## config.mk

```make
export PLATFORM = sky130hd
export DESIGN_NAME = mad_inverse_divider
export DESIGN_NICKNAME = d
export VERILOG_FILES = /design/src/rtl/mad_inverse_divider.sv
export SDC_FILE = /design/constraint.sdc
export NUM_CORES = 1
export LEC_CHECK = 0
export ABC_AREA = 1
export BUFFER_PORTS_ARGS = -buffer_cell sky130_fd_sc_hd__buf_2
export CORE_MARGIN = 4
export CORE_UTILIZATION = 30
export DETAILED_ROUTE_END_ITERATION = 7
export PLACE_DENSITY_LB_ADDON = 0.15
export SLEW_MARGIN = 5
export SYNTH_ARGS = -nofsm -noshare
export SYNTH_HDL_FRONTEND = slang
export SYNTH_SLANG_ARGS = --single-unit
```

## constraint.sdc

```tcl
create_clock -name clk -period 3.5 [get_ports clk]
set_input_delay 0.875 -clock clk [delete_from_list [all_inputs] [get_ports clk]]
set_output_delay 0.875 -clock clk [all_outputs]
set_load 0.05 [all_outputs]
```

## src/rtl/mad_inverse_divider.sv

```systemverilog
// mad_inverse_divider
//   Inverse of the multiply-add stage DATA = A*B + C. Recovers
//   QUOT = (DATA_IN - C) / B and REM = (DATA_IN - C) % B with an iterative
//   restoring divider that produces one quotient bit per clock.
//
// Ports
//   clk        in   rising-edge clock
//   reset      in   asynchronous, active-high; clears everything, aborts work
//   start      in   request, sampled only while idle
//   DATA_IN    in   dividend source (packed A*B+C)
//   B          in   divisor
//   C          in   offset subtracted before dividing
//   busy       out  high from the accepted start until done
//   done       out  one-cycle pulse; results valid from this cycle
//   QUOT       out  quotient (never truncated to SIZE_A)
//   REM        out  remainder
//   err_div0   out  B was zero
//   err_under  out  DATA_IN < C
//   exact      out  only with MAD_INV_EXACT_EN defined: DATA_IN is a valid
//                   A*B+C encoding for the given B and C
//
// Build option: define MAD_INV_EXACT_EN to add the `exact` output.
module mad_inverse_divider #(
    parameter int SIZE_A        = 8,
    parameter int SIZE_B        = 8,
    parameter int SIZE_C        = 8,
    parameter int SIZE_DATA_OUT = 16
) (
    input  logic                     clk,
    input  logic                     reset,
    input  logic                     start,
    input  logic [SIZE_DATA_OUT-1:0] DATA_IN,
    input  logic [SIZE_B-1:0]        B,
    input  logic [SIZE_C-1:0]        C,
    output logic                     busy,
    output logic                     done,
    output logic [SIZE_DATA_OUT-1:0] QUOT,
    output logic [SIZE_B-1:0]        REM,
    output logic                     err_div0,
`ifdef MAD_INV_EXACT_EN
    output logic                     exact,
`endif
    output logic                     err_under
);

    localparam int W  = SIZE_DATA_OUT;
    localparam int CW = $clog2(SIZE_DATA_OUT + 1);

    localparam logic [1:0] S_IDLE = 2'd0;
    localparam logic [1:0] S_SUB  = 2'd1;
    localparam logic [1:0] S_DIV  = 2'd2;
    localparam logic [1:0] S_DONE = 2'd3;

    logic [1:0]        state_q;
    logic [W-1:0]      data_q;
    logic [SIZE_B-1:0] b_q;
    logic [SIZE_C-1:0] c_q;
    logic [W-1:0]      d_q;      // remaining dividend bits, consumed MSB first
    logic [SIZE_B-1:0] pr_q;     // partial remainder (always < B between steps)
    logic [W-1:0]      qt_q;     // quotient being assembled
    logic [CW-1:0]     cnt_q;
    logic              div0_q;
    logic              under_q;

    logic              busy_q;
    logic              done_q;
    logic [W-1:0]      quot_q;
    logic [SIZE_B-1:0] rem_q;
    logic              err_div0_q;
    logic              err_under_q;

    // Offset removal: the extra MSB is the borrow flag.
    logic [W:0] diff_d;
    assign diff_d = {1'b0, data_q} - {{(W + 1 - SIZE_C){1'b0}}, c_q};

    // One restoring step. The subtraction can be done in SIZE_B bits because
    // whenever it is taken the true result is already below B.
    logic [SIZE_B:0]   pr_shift_d;
    logic              qbit_d;
    logic [SIZE_B-1:0] pr_d;
    assign pr_shift_d = {pr_q, d_q[W-1]};
    assign qbit_d     = (pr_shift_d >= {1'b0, b_q});
    assign pr_d       = qbit_d ? (pr_shift_d[SIZE_B-1:0] - b_q) : pr_shift_d[SIZE_B-1:0];

`ifdef MAD_INV_EXACT_EN
    logic exact_q;
    logic exact_d;
    assign exact_d = !div0_q && !under_q && (pr_q == '0) && ((qt_q >> SIZE_A) == '0);
    assign exact   = exact_q;
`endif

    always_ff @(posedge clk or posedge reset) begin
        if (reset) begin
            state_q     <= S_IDLE;
            data_q      <= '0;
            b_q         <= '0;
            c_q         <= '0;
            d_q         <= '0;
            pr_q        <= '0;
            qt_q        <= '0;
            cnt_q       <= '0;
            div0_q      <= 1'b0;
            under_q     <= 1'b0;
            busy_q      <= 1'b0;
            done_q      <= 1'b0;
            quot_q      <= '0;
            rem_q       <= '0;
            err_div0_q  <= 1'b0;
            err_under_q <= 1'b0;
`ifdef MAD_INV_EXACT_EN
            exact_q     <= 1'b0;
`endif
        end else begin
            case (state_q)
                S_IDLE: begin
                    done_q <= 1'b0;
                    if (start) begin
                        data_q      <= DATA_IN;
                        b_q         <= B;
                        c_q         <= C;
                        busy_q      <= 1'b1;
                        err_div0_q  <= 1'b0;
                        err_under_q <= 1'b0;
                        state_q     <= S_SUB;
                    end
                end
                S_SUB: begin
                    div0_q  <= 1'b0;
                    under_q <= 1'b0;
                    if (diff_d[W]) begin
                        under_q <= 1'b1;
                        qt_q    <= '0;
                        pr_q    <= '0;
                        state_q <= S_DONE;
                    end else if (b_q == '0) begin
                        div0_q  <= 1'b1;
                        qt_q    <= '1;
                        pr_q    <= diff_d[SIZE_B-1:0];
                        state_q <= S_DONE;
                    end else begin
                        d_q     <= diff_d[W-1:0];
                        pr_q    <= '0;
                        qt_q    <= '0;
                        cnt_q   <= CW'(SIZE_DATA_OUT);
                        state_q <= S_DIV;
                    end
                end
                S_DIV: begin
                    pr_q  <= pr_d;
                    qt_q  <= {qt_q[W-2:0], qbit_d};
                    d_q   <= {d_q[W-2:0], 1'b0};
                    cnt_q <= cnt_q - 1'b1;
                    if (cnt_q == CW'(1)) begin
                        state_q <= S_DONE;
                    end
                end
                default: begin
                    // S_DONE: publish results for one done pulse.
                    done_q      <= 1'b1;
                    busy_q      <= 1'b0;
                    quot_q      <= qt_q;
                    rem_q       <= pr_q;
                    err_div0_q  <= div0_q;
                    err_under_q <= under_q;
`ifdef MAD_INV_EXACT_EN
                    exact_q     <= exact_d;
`endif
                    state_q     <= S_IDLE;
                end
            endcase
        end
    end

    assign busy      = busy_q;
    assign done      = done_q;
    assign QUOT      = quot_q;
    assign REM       = rem_q;
    assign err_div0  = err_div0_q;
    assign err_under = err_under_q;

endmodule

```

==> out/metrics.csv <==
stage;metric;value;unit
logic_synthesis;synth_top_family_by_area;simple AND/OR/NAND/NOR gates;
sta;setup_viol;0;
global_route;grt_overflow;0;
drt;drc;0;
sta;slew_violations;0;
finish;n_fill_cell;2076;
clocking;clkTransAtPathRegs;80;ps
clocking;clk_latency;360;ps
logic_synthesis;synth_edf_count;0;
setup_path;start_kind;flop;
setup_path;path_cells;inv_1 > ha_1 > inv_1 > fa_1 > nand2_1 > nand2_1 > nand3_2 > nand3_2 > nand3_1 > nand2_2 > inv_2 > a22oi_1;
logic_synthesis;synth_area_leaders;dfrtp_1 46%, nand2_1 11%, nor2_1 6.3%;
logic_synthesis;synthCells;723;
clocking;clk_path_buf_depth;2;
logic_synthesis;synth_top_area_share;46.1;%
logic_synthesis;syn_avg_cell_area;8.19;sq um
placement;gp_congestion;0.782;
floorplanning;die_y;148;microns
sta;relSlewSlack;36.2;%
logic_synthesis;seq_area_frac_synth;46.1;%
global_route;antenna_found_initial;0;
logic_synthesis;synth-xor-area-share;1.04;%
clocking;cts_root_buf;clkbuf_16;
floorplanning;die_area;22000;sq um
clocking;htreeDepth;3;
drt;drtAntennaViolNets;0;
setup_path;crit_fanout;15;
logic_synthesis;synth_fa_ha_area_share;5.54;%
setup_path;crit_family;simple AND/OR/NAND/NOR gates;
sta;hold_viol;0;
floorplanning;core_area;19500;sq um
finish;final_nets;837;
floorplanning;pin_count;63;
flow_run;drv_cap;0;
drt;drtIter0Drc;235;
clocking;hold_buffers;0;
floorplanning;num_rows;51;
floorplanning;fp.dieW;148;microns
global_route;grt_first_pass_wirelength;23600;microns
logic_synthesis;async_reset_ff_share;100;%
setup_path;worst-path-buf-inv;3;
finish;seq_area;2730;sq um
clocking;numCtsBuffers;9;
drt;vias;4607;
drt;dr.pass1.iters;4;
placement;dp_hpwl;9590;microns
logic_synthesis;syn-cell-area;5920;sq um
drt;post_drt_wl_per_cell;12.9;microns
logic_synthesis;yosys.area_share.simple;23.8;%
logic_synthesis;synth_cell_types;44;
finish;multi_input_area;2690;sq um
sta;rsz0062_at_grt;no;
setup_path;rrSetupSlack;1260;ps
status;outcome;finished, final reports clean;
logic_synthesis;synth_top_area_cell;dfrtp_1;
logic_synthesis;ys.flop_type;dfrtp_1;
clocking;tritoncts;done;
sta;tightest_slew;954;ps
logic_synthesis;synth.area.mux_share;2.85;%
sta;tns;0;ps
global_route;grt_use_total;13.2;%
sta;timing.final.crit_share;64.1;%
setup_path;cp-end-kind;flop;
logic_synthesis;yosysMostFrequentCell;nand2_1;
logic_synthesis;synth_fp_nets;783;
floorplanning;start_util;30.4;%
global_route;grt_pass1_vias;4737;
finish;area_delta_synth_final;14.8;%
global_route;grt_max_degree;110;
setup_path;worstSetupPathType;flop to flop;
clocking;postCtsSetupBuffers;0;
setup_path;max_stage_delay;390;ps
clocking;cts_sinks;109;
placement;io_buffers;62;
logic_synthesis;synth-compound-area-share;12.1;%
drt;vias_per_cell;4.40;
logic_synthesis;yosysWarningCount;0;
logic_synthesis;ys_top_cells_by_count;167 x nand2_1, 109 x dfrtp_1, 100 x nor2_1;
sta;fin_crit;2240;ps
min_path;hold_path_class;flop to flop;
sta;fin_worst_skew;10.8;ps
drt;finalWirelength;13500;microns
sta;fmax;446;MHz
clocking;ctsResizeCount;0;
finish;final_layout_size_suffix_gt1_share;17.6;%
finish;antenna_cells;0;
setup_path;crit_arrival;2430;ps
logic_synthesis;ys_seq_elements;109;
setup_path;required;3690;ps
setup_path;slowest_stage;fa_1;
## placed cells by master, fill, tap and decap left out, types with 2 or more instances in the layout
cell and instances:
clkbuf_16 9, nand3_2 3, nor3_1 2, buf_2 62
a22oi_1 5, ha_1 23, mux2_2 15, xor2_1 5
o21ai_0 23, buf_4 5, o21ai_2 9, a22oi_2 10
nand3b_1 3, xnor2_1 2, fa_1 2, o21bai_1 2
nand4_1 4, nand3_1 42, a21oi_1 59, nand2_1 166
inv_8 3, or2_2 3, inv_1 92, nand2_2 3
inv_6 2, dfrtp_1 109, nor2_1 100
## area by class of cell
| cell class | instances | share of cell area [%] |
|---|---|---|
| Clock buffer | 10 | 3.52 |
| Timing Repair Buffer | 68 | 5.42 |
| Inverter | 96 | 5.51 |
| Multi-Input combinational cell | 493 | 39.6 |
| Sequential cell | 109 | 40.2 |
| Clock inverter | 6 | 0.958 |
| Tap cell | 265 | 4.88 |
## worst register-to-register path: cells and delay by family (launching register included)
family	cells	cell delay, ps
buffers and inverters	3	440
AO/OA/AOI/OAI	1	120
AND/OR/NAND/NOR	6	640
adder cells (fa/ha/maj)	2	540
flip-flops	1	360
## cell families after synthesis
group	Yosys count
buf+inv	121
flops	109
xor+xnor	7
mux	15
simple gates	333
compound gates	113
fa+ha+maj	25
## registers in the layout (all words and copies together), names as in the netlist, 2 cells and up
signal,flops
REM,8
c_q,8
b_q,8
d_q,16
qt_q,16
state_q,2
QUOT,16
pr_q,8
cnt_q,5
data_q,16
## stage by stage
| step | hold WS (ps) | cell area, sq um | worst slack, ps | util, % | cells |
|---|---|---|---|---|---|
| 3_3_place_gp | 469 | 6490 | 1220 | 33.3 | 1031 |
| 6_report | 484 | 6790 | 1260 | 34.9 | 1047 |
| 3_5_place_dp | 466 | 6490 | 1210 | 33.3 | 1031 |
| 2_1_floorplan | 442 | 5920 | 1310 | - | 723 |
| 4_1_cts | 487 | 6790 | 1230 | 34.9 | 1047 |
| 5_1_grt | 509 | 6790 | 977 | 34.9 | 1047 |
## layer usage
layer	share of wire (%)	global-route usage, %
met5	0	0
met4	1.3	3.56
met3	3.2	2.38
met2	46	21.5
met1	50	18.1
## final timing paths
kind,start,to,depth (start not counted)
worst min-delay path,d_q[3],d_q[3],2
min in group asynchronous,reset,REM[0],3
worst min register to register,d_q[3],d_q[3],2
worst max register to register,data_q[0],qt_q[13],12
worst max-delay path,data_q[0],qt_q[13],12
max in group asynchronous,reset,data_q[10],3
Power is left out: the tool's default activity adds up to more than one toggle a clock period on the data nets, which glitch-free logic cannot reach.
